[src/rtl/mem_arb_pkg.sv]
// rtl/mem_arb_pkg.sv - shared types and constants for the memory arbiter
//   state_t          : arbiter FSM states
//   ID_I/ID_D/ID_L   : requester identifiers (fetch, data, loader)
//   DEFAULT_TIMEOUT  : default ACCESS cycle limit before abort
package mem_arb_pkg;

    typedef enum logic [1:0] {
        ST_IDLE   = 2'd0,
        ST_ACCESS = 2'd1,
        ST_RESP   = 2'd2
    } state_t;

    localparam logic [1:0] ID_I = 2'd0;
    localparam logic [1:0] ID_D = 2'd1;
    localparam logic [1:0] ID_L = 2'd2;

    localparam int DEFAULT_TIMEOUT = 255;

endpackage

[src/rtl/mem_arb_pick.sv]
// rtl/mem_arb_pick.sv - combinational winner selection
//   i_req, d_req, l_req : requests from fetch, data and loader ports
//   rr_favor_d          : round-robin bit, 1 = D wins an I/D tie
//   valid               : at least one request present
//   id                  : winning requester ID
module mem_arb_pick
    import mem_arb_pkg::*;
(
    input  logic       i_req,
    input  logic       d_req,
    input  logic       l_req,
    input  logic       rr_favor_d,
    output logic       valid,
    output logic [1:0] id
);

    always_comb begin
        valid = i_req | d_req | l_req;
        id    = ID_I;
        if (l_req) begin
            id = ID_L;
        end else if (i_req && d_req) begin
            id = rr_favor_d ? ID_D : ID_I;
        end else if (d_req) begin
            id = ID_D;
        end
    end

endmodule

[src/rtl/mem_arbiter.sv]
// rtl/mem_arbiter.sv - three-port arbiter onto one shared memory port
//   clk, reset                      : clock, synchronous active-high reset
//   i_req/i_addr -> i_rdata/i_ack   : instruction fetch read port
//   d_req/d_addr/d_wdata/d_we ->
//     d_rdata/d_ack                 : data port (d_we == 0 is a read)
//   l_req/l_addr/l_wdata/l_we->l_ack: program loader write port
//   mem_req/addr/wdata/we           : registered shared memory request
//   mem_rdata/mem_ready             : memory read data and done strobe
//   bus_err                         : one-cycle pulse with ack on timeout
module mem_arbiter
    import mem_arb_pkg::*;
#(
    parameter int TIMEOUT = DEFAULT_TIMEOUT
) (
    input  logic        clk,
    input  logic        reset,
    input  logic        i_req,
    input  logic [31:0] i_addr,
    output logic [31:0] i_rdata,
    output logic        i_ack,
    input  logic        d_req,
    input  logic [31:0] d_addr,
    input  logic [31:0] d_wdata,
    input  logic [3:0]  d_we,
    output logic [31:0] d_rdata,
    output logic        d_ack,
    input  logic        l_req,
    input  logic [31:0] l_addr,
    input  logic [31:0] l_wdata,
    input  logic [3:0]  l_we,
    output logic        l_ack,
    output logic        mem_req,
    output logic [31:0] mem_addr,
    output logic [31:0] mem_wdata,
    output logic [3:0]  mem_we,
    input  logic [31:0] mem_rdata,
    input  logic        mem_ready,
    output logic        bus_err
);

    localparam logic [7:0] TIMEOUT_CNT = 8'(TIMEOUT);

    state_t      state, state_nxt;
    logic [1:0]  winner, winner_nxt;
    logic        rr_favor_d, rr_nxt;
    logic [7:0]  cnt, cnt_nxt;
    logic        mem_req_nxt;
    logic [31:0] addr_nxt, wdata_nxt;
    logic [3:0]  we_nxt;
    logic [31:0] i_rdata_nxt, d_rdata_nxt;
    logic        i_ack_nxt, d_ack_nxt, l_ack_nxt, bus_err_nxt;

    logic        pick_valid;
    logic [1:0]  pick_id;

    mem_arb_pick u_pick (
        .i_req      (i_req),
        .d_req      (d_req),
        .l_req      (l_req),
        .rr_favor_d (rr_favor_d),
        .valid      (pick_valid),
        .id         (pick_id)
    );

    always_ff @(posedge clk) begin
        if (reset) begin
            state      <= ST_IDLE;
            winner     <= ID_I;
            rr_favor_d <= 1'b0;
            cnt        <= 8'd0;
            mem_req    <= 1'b0;
            mem_addr   <= 32'd0;
            mem_wdata  <= 32'd0;
            mem_we     <= 4'd0;
            i_rdata    <= 32'd0;
            d_rdata    <= 32'd0;
            i_ack      <= 1'b0;
            d_ack      <= 1'b0;
            l_ack      <= 1'b0;
            bus_err    <= 1'b0;
        end else begin
            state      <= state_nxt;
            winner     <= winner_nxt;
            rr_favor_d <= rr_nxt;
            cnt        <= cnt_nxt;
            mem_req    <= mem_req_nxt;
            mem_addr   <= addr_nxt;
            mem_wdata  <= wdata_nxt;
            mem_we     <= we_nxt;
            i_rdata    <= i_rdata_nxt;
            d_rdata    <= d_rdata_nxt;
            i_ack      <= i_ack_nxt;
            d_ack      <= d_ack_nxt;
            l_ack      <= l_ack_nxt;
            bus_err    <= bus_err_nxt;
        end
    end

    // Acks and bus_err are registered on the ACCESS->RESP transition, so they
    // are visible for exactly the single RESP cycle.
    always_comb begin
        state_nxt   = state;
        winner_nxt  = winner;
        rr_nxt      = rr_favor_d;
        cnt_nxt     = cnt;
        mem_req_nxt = mem_req;
        addr_nxt    = mem_addr;
        wdata_nxt   = mem_wdata;
        we_nxt      = mem_we;
        i_rdata_nxt = i_rdata;
        d_rdata_nxt = d_rdata;
        i_ack_nxt   = 1'b0;
        d_ack_nxt   = 1'b0;
        l_ack_nxt   = 1'b0;
        bus_err_nxt = 1'b0;

        case (state)
            ST_IDLE: begin
                if (pick_valid) begin
                    winner_nxt  = pick_id;
                    mem_req_nxt = 1'b1;
                    cnt_nxt     = 8'd0;
                    state_nxt   = ST_ACCESS;
                    case (pick_id)
                        ID_L: begin
                            addr_nxt  = l_addr;
                            wdata_nxt = l_wdata;
                            we_nxt    = l_we;
                        end
                        ID_D: begin
                            addr_nxt  = d_addr;
                            wdata_nxt = d_wdata;
                            we_nxt    = d_we;
                            rr_nxt    = 1'b0;
                        end
                        default: begin
                            addr_nxt  = i_addr;
                            wdata_nxt = 32'd0;
                            we_nxt    = 4'd0;
                            rr_nxt    = 1'b1;
                        end
                    endcase
                end
            end

            ST_ACCESS: begin
                // Ready is tested first so a same-cycle timeout never errors.
                if (mem_ready || (cnt == TIMEOUT_CNT)) begin
                    mem_req_nxt = 1'b0;
                    state_nxt   = ST_RESP;
                    i_ack_nxt   = (winner == ID_I);
                    d_ack_nxt   = (winner == ID_D);
                    l_ack_nxt   = (winner == ID_L);
                    if (mem_ready) begin
                        if (winner == ID_I) i_rdata_nxt = mem_rdata;
                        if (winner == ID_D) d_rdata_nxt = mem_rdata;
                    end else begin
                        bus_err_nxt = 1'b1;
                    end
                end else begin
                    cnt_nxt = cnt + 8'd1;
                end
            end

            ST_RESP: begin
                state_nxt = ST_IDLE;
            end

            default: begin
                state_nxt = ST_IDLE;
            end
        endcase
    end

endmodule

[config.mk]
export PLATFORM = sky130hd
export DESIGN_NAME = mem_arbiter
export DESIGN_NICKNAME = d
export VERILOG_FILES = /design/src/rtl/mem_arb_pkg.sv /design/src/rtl/mem_arb_pick.sv /design/src/rtl/mem_arbiter.sv
export SDC_FILE = /design/constraint.sdc
export NUM_CORES = 1
export LEC_CHECK = 0
export ABC_AREA = 0
export BUFFER_PORTS_ARGS = -buffer_cell sky130_fd_sc_hd__buf_2
export CAP_MARGIN = 20
export CORE_AREA = 4 4 131 133
export CTS_CLUSTER_DIAMETER = 60
export CTS_CLUSTER_SIZE = 12
export DETAILED_ROUTE_END_ITERATION = 10
export DIE_AREA = 0 0 135 137
export PLACE_DENSITY = 0.72
export RECOVER_POWER = 50
export SYNTH_ARGS = -nofsm -noshare
export SYNTH_HDL_FRONTEND = slang
export SYNTH_HIERARCHICAL = 1
export SYNTH_SLANG_ARGS = --single-unit
[constraint.sdc]
create_clock -name clk -period 2.8 [get_ports clk]
set_input_delay 0.7 -clock clk [delete_from_list [all_inputs] [get_ports clk]]
set_output_delay 0.7 -clock clk [all_outputs]
set_load 0.01 [all_outputs]
==> flow_summary.toml, run 1 <==
[route]
routed-via-count = 6913
first_iter_violations = 377
route.detailed.drc = 0
drt-vias-per-instance = 5.083
ant_nets = 0
first_pass_iters = 5
wl_per_cell_um = 15.78
routed_wl_mm = 21.47

[layout]
drive_gt1_share_pct = 22.64
n_antenna_cell = 0
fill_cells = 1619
area_growth_syn_to_layout_pct = 37.16
regArea_um2 = 3003
nNetsFinal = 1341
multi_input_area_um2 = 2964
instances_no_fill = 1360

[global_routing]
grt_pass1_vias = 6486
grt_util_all_layers_pct = 22.30
grt.overflow.total = 0
antenna_found_initial = 0
grt_max_degree = 78
grt_pass1_wl_mm = 32.92

[place]
io_buffers = 342
hpwl_mm = 15.52
place_inst = 1329
gp_congestion = 0.9075

[clock_tree]
cts-resized-gates = 0
h-tree-depth = 4
numCtsBuffers = 17
cts.sinks = 150
post_cts_buffers = 0
cts_tree = "yes"
clock_insertion_delay_worst_skew_ns = 0.41
clock-root-buffer = "clkbuf_16"
postCtsHoldBufs = 0
path_clk_slew_ns = 0.06
clockBufferDepth = 2

[synth]
yosysTopAreaCell = "dfxtp_1"
synth_fp_nets = 1039
synthDistinctLibCells = 36
ys_ff_latch = 150
ys_seq_area_share_pct = 47.72
synth_top_area_share_pct = 47.72
yosysWarnings = 6
syn_inst = 830
synth_area_per_cell_um2 = 7.581
syn_area_um2 = 6292
synth.area.top_cells = "dfxtp_1 48%, nand2_1 14%, a21oi_1 11%, a22oi_1 8.1%, clkbuf_1 3.4%"

[status]
outcome = "finished, final reports clean"

[worst_setup_path]
crit_chain = "clkbuf_1, or3_1, nor3b_1, clkbuf_2, nand2_1, a21oi_1"
crit_type = "in2reg"
path_buf_inv = 2
required_ns = 3.14
crit_fanout = 30
cp_top_family = "buffers and inverters"
worstSetupEndpointType = "flip-flop"
slowest_stage = "clkbuf_2"
start_kind = "input port"
crit_path_max_incr_delay_ns = 0.63
critical_path_arrival_ns = 2.46

[sta]
slew_viol_final = 0
max_freq_mhz = 472.2
finalClockSkew_ns = 0.007285
period_needed_ns = 2.118
fin_crit_sh_pct = 75.63
worst_pin_slew_ns = 0.6770
hold_viol_final = 0
maxSlewHeadroom_pct = 54.87
setup-tns-final_ns = 0
setup_viol = 0
rsz0062_at_grt = "false"

[floorplanning]
io_pins = 343
die_w_um = 135
rows = 46
start_util_pct = 39.75
core_area_um2 = 15830
fp.dieH_um = 137
die-area_um2 = 18500

[power]
p_leak_nw = 3.405
switchingPower_mw = 1.430
clkPwrFrac_pct = 43.6
swShare_pct = 26.03
p_comb_share_pct = 14.7
seq_power_share_pct = 41.6
power_density_nw_per_um2 = 636.3
internal_power_mw = 4.062
vdd_ir_drop_max_mv = 0.4088

[worst_hold_path]
hp-class = "reg2reg"

[flow_run]
maxCapViolCount = 0
==> stage by stage <==
| step | power, mW | hold slack, ns | setup WS, ns | utilization [%] | area [um^2] |
|---|---|---|---|---|---|
| floorplan | 2.778 | 0.4784 | 0.4305 | - | 6292 |
| global placement | 3.154 | 0.4380 | 0.3889 | 51.77 | 8194 |
| detailed placement | 3.167 | 0.4432 | 0.3211 | 51.77 | 8194 |
| CTS | 5.571 | 0.4514 | 0.7595 | 55.68 | 8813 |
| global route | 5.742 | 0.4712 | 0.4661 | 54.53 | 8631 |
| finish | 5.491 | 0.4515 | 0.6823 | 54.53 | 8631 |
==> final timing paths <==
path,startpoint,end,slack [ns],cells after the start
max,l_req,mem_addr[24]$_SDFFE_PP0P_,0.68,6
min,d_rdata[10]$_SDFFE_PP0P_,d_rdata[10]$_SDFFE_PP0P_,0.45,2
max reg2reg,rr_favor_d$_SDFFE_PP0P_,mem_addr[28]$_SDFFE_PP0P_,0.85,9
min reg2reg,d_rdata[10]$_SDFFE_PP0P_,d_rdata[10]$_SDFFE_PP0P_,0.45,2
==> state kept, by name, summed over array words and instances (netlist names) <==
name / flops
d_ack: 1
state: 2
l_ack: 1
mem_wdata: 32
mem_req: 1
winner: 2
mem_addr: 32
i_ack: 1
d_rdata: 32
i_rdata: 32
cnt: 8
mem_we: 4
bus_err: 1
rr_favor_d: 1
==> synthesized netlist by cell type <==
master	n
nor3b_4	1
xor2_1	1
nor3b_1	3
o21ai_0	33
and4b_1	1
buf_4	1
nor3b_2	1
ha_1	3
nand2_1	229
a211oi_1	2
and2_0	1
o21ai_2	1
or4_1	3
and3_2	1
clkbuf_1	57
o21a_1	1
a22oi_1	68
o211ai_1	3
or3_1	1
nand3_1	7
nor2_1	43
nor2b_1	3
o31ai_1	2
inv_1	4
nor3_1	41
a21oi_1	138
a31oi_1	4
nand4b_1	2
buf_1	4
or3b_2	2
nor4_1	1
mux2i_1	1
buf_6	1
dfxtp_1	150
nand4_1	2
buf_2	14
==> worst reg2reg max path: stages, from the launching register on <==
cell and delay, ns:
dfxtp_1 0.34, nor2b_1 0.06, nor3b_2 0.26, inv_1 0.08, ha_2 0.35, buf_12 0.24, a22oi_1 0.23, o21ai_0 0.12
nand2_1 0.09, a21oi_1 0.06
==> cell usage in the layout (no fill, tap or decap), types with 3 or more instances in the layout <==
master     instances
o21ai_0           33
buf_12             7
nand2_1          229
bufinv_16          4
buf_2            204
nor2b_1            3
buf_4             10
clkbuf_16         17
nor3_1            41
nor2_1            43
a22oi_1           68
a21oi_1          138
clkbuf_1         140
nand3_1            7
nor3b_1            3
dfxtp_1          150
o211ai_1           3
or4_1              3
a31oi_1            4
inv_1              4
==> cells by family after synthesis <==
| logic type | Yosys count | synth area share (%) |
|---|---|---|
| flops | 150 | 47.72 |
| simple gates | 342 | 22.89 |
| buf+inv | 81 | 5.289 |
| mux | 1 | 0.1591 |
| compound gates | 252 | 23.21 |
| xor+xnor | 1 | 0.1392 |
| fa+ha+maj | 3 | 0.5966 |
==> per-layer routing <==
metal	global-route usage, %	vias to the layer above	wire length, um
li1	-	3457	-
met1	27.58	3119	8826
met2	37.13	299	10290
met3	6.765	38	1797
met4	7.671	0	552
met5	0	-	0
==> power by group through the flow <==
stage / Combinational, mW / Clock [mW] / Sequential, mW
after CTS: 0.840 / 2.45 / 2.28
final: 0.809 / 2.40 / 2.29
after detailed placement: 0.838 / 0 / 2.33
after floorplan: 0.411 / 0 / 2.37
after global placement: 0.828 / 0 / 2.33
after global routing: 0.902 / 2.54 / 2.30
==> layout make-up <==
cell class                      count  share of cell area (%)
Tap cell                          216                   3.131
Clock buffer                       20                   5.175
Sequential cell                   150                   34.79
Clock inverter                     11                   2.001
Inverter                            4                  0.1740
Timing Repair Buffer              360                   20.38
Multi-Input combinational cell    599                   34.34
(Power assumes the default switching activity.)
==> run 2, diff against run 1 <==
- CORE_AREA: 4 4 131 133 -> unset
- CORE_ASPECT_RATIO: unset -> 1.1
- CORE_MARGIN: unset -> 4
- CORE_UTILIZATION: unset -> 40
- DIE_AREA: 0 0 135 137 -> unset
- PLACE_DENSITY: 0.72 -> 0.76
- clock period: 2.8 -> 1.7 ns (I/O delays scaled with it)
==> run 2 against run 1 <==
The run now ends with negative setup slack left. Setup slack got worse by 0.83 ns. Non-clock buffer count grew 47. Total power is 69% higher. Die area decreased by 3.7%. Design area is 10% higher. Critical path depth rose by 4. Combinational power rose by 110%. Clock skew increased by 0.012 ns.
==> flow_summary.toml, run 2 (synthesized netlist as in run 1, its figures left out) <==
[floorplanning]
rows = 47
start_util_pct = 41.31
die_w_um = 127.6
die-area_um2 = 17800
io_pins = 343
fp.dieH_um = 139.5
core_area_um2 = 15230

[route]
ant_nets = 0
wl_per_cell_um = 16.77
first_pass_iters = 5
routed_wl_mm = 23.28
first_iter_violations = 420
route.detailed.drc = 0
routed-via-count = 7360
drt-vias-per-instance = 5.303

[global_routing]
use_met2_pct = 41.25
met3_usage_pct = 6.554
met1_usage_pct = 28.03
grt_util_all_layers_pct = 24.19
grt_pass1_wl_mm = 34.71
antenna_found_initial = 0
top_usage_layer = "met2"
grt_pass1_vias = 6858
grt_max_degree = 80
grt.overflow.total = 0

[worst_setup_path]
crit_fanout = 8
start_kind = "flip-flop"
worstSetupEndpointType = "flip-flop"
worstReg2RegStart = "rr_favor_d$_SDFFE_PP0P_"
worst_r2r_path_depth = 10
crit_type = "reg2reg"
r2r_setup_slack_ns = -0.15
required_ns = 2.05
critical_path_arrival_ns = 2.20
timing.rr.end = "mem_addr[7]$_SDFFE_PP0P_"

[worst_hold_path]
worst_hold_path.endpoint = "i_rdata[26]$_SDFFE_PP0P_"
hp-class = "in2reg"
hp-start = "mem_rdata[26]"
min_path_cells = 3

[layout]
fill_cells = 1403
nNetsFinal = 1388
layout_commonest_cell = "buf_2"
final_cell_mix = "235 x buf_2, 223 x nand2_1, 148 x dfxtp_1"
n_antenna_cell = 0
area_growth_syn_to_layout_pct = 51.54
drive_gt1_share_pct = 34.06
stdcell_area_um2 = 9535

[sta]
period_needed_ns = 1.851
setup_slack_ns = -0.1512
slew_viol_final = 0
rsz0062_at_grt = "true"
fin_crit_sh_pct = 108.9
finalClockSkew_ns = 0.01893
max_freq_mhz = 540.2
hold_viol_final = 0
setup_viol = 51
worst_pin_slew_ns = 0.6113
maxSlewHeadroom_pct = 58.82

[place]
placement.cell_area_um2 = 8589
gp_congestion = 0.8292
dp_slack_ns = -0.3793
io_buffers = 342
hpwl_mm = 16.12

[clock_tree]
path_clk_slew_ns = 0.06
cts.sinks = 150
clockBufferDepth = 2
cts_tree = "yes"
clock-root-buffer = "clkbuf_16"
h-tree-depth = 4
numCtsBuffers = 17
clock_insertion_delay_worst_skew_ns = 0.43

[status]
violations = "negative setup slack"
outcome = "finished with violations"

[power]
power_density_nw_per_um2 = 971.4
p_leak_nw = 3.882
vdd_ir_drop_max_mv = 0.6810

[flow_run]
maxCapViolCount = 0
-- run 2: changes by cell type in the layout (fill, tap and decap cells not counted), moves of 13 or more --
| cell | before | now |
|---|---|---|
| o21ai_0 | 33 | 10 |
| buf_12 | 7 | 20 |
| a22oi_2 | 0 | 31 |
| o21ai_1 | 0 | 14 |
| buf_2 | 204 | 235 |
| buf_4 | 10 | 35 |
| clkbuf_1 | 140 | 108 |
| a22oi_1 | 68 | 37 |
-- run 2: what timing repair did --
action                     in CTS  in global routing
pin swaps                       4                 26
gates cloned                    3                  1
hold buffers                    0                  0
gates resized for setup        19                 66
setup buffers                   3                  8
setup endpoints to repair      69                128
-- run 2: how the worst max path moves through the flow --
stage | to | from | cells past startpoint
3_5_place_dp | mem_addr[26]$_SDFFE_PP0P_ | i_req | 10
4_1_cts | mem_addr[3]$_SDFFE_PP0P_ | rr_favor_d$_SDFFE_PP0P_ | 9
3_3_place_gp | mem_addr[26]$_SDFFE_PP0P_ | i_req | 10
6_report | mem_addr[7]$_SDFFE_PP0P_ | rr_favor_d$_SDFFE_PP0P_ | 10
5_1_grt | mem_addr[17]$_SDFFE_PP0P_ | rr_favor_d$_SDFFE_PP0P_ | 10
2_1_floorplan | mem_wdata[12]$_SDFFE_PP0P_ | i_req | 11
-- run 2: area by class of cell --
class	count	area, um^2	share of cell area [%]
Clock buffer	19	442.9	4.645
Clock inverter	13	145.1	1.522
Inverter	4	15.01	0.1575
Multi-Input combinational cell	599	3278	34.38
Sequential cell	150	3005	31.52
Tap cell	196	245.2	2.572
Timing Repair Buffer	407	2404	25.21
-- run 2: worst max-delay path, stage by stage, from the launching register on --
cell,delay [ns]
dfxtp_2,0.35
nor2b_4,0.05
nor3b_4,0.29
inv_2,0.07
ha_4,0.36
buf_12,0.13
clkbuf_16,0.16
nand2_4,0.04
o21ai_1,0.10
nand2_1,0.08
a21oi_1,0.13
-- run 2: routing by layer --
metal  share of wire, %  vias to the layer above
met5                  0                        -
met4                4.1                        0
met3                8.8                       56
met2                 50                      358
met1                 38                     3379
li1                   -                     3567
-- run 2: through the flow --
step	TNS, ns	total power [mW]	util (%)	hold WS, ns	cells
after global routing	-9.059	9.638	62.61	0.2352	1388
after detailed placement	-22.09	5.365	56.40	0.4430	1342
final	-2.074	9.262	62.61	0.2395	1388
after floorplan	-5.134	4.678	-	0.4789	830
after CTS	-1.344	9.218	61.38	0.2316	1380
after global placement	-20.94	5.339	56.40	0.4388	1342
-- run 2: where the power goes --
group / internal (mW) / total [mW] / switching [mW] / leakage [nW]
logic: 0.759 / 1.72 / 0.966 / 2.38
registers: 3.67 / 3.76 / 0.0893 / 1.22
clock network: 2.22 / 3.77 / 1.56 / 0.281
total: 6.65 / 9.26 / 2.61 / 3.88
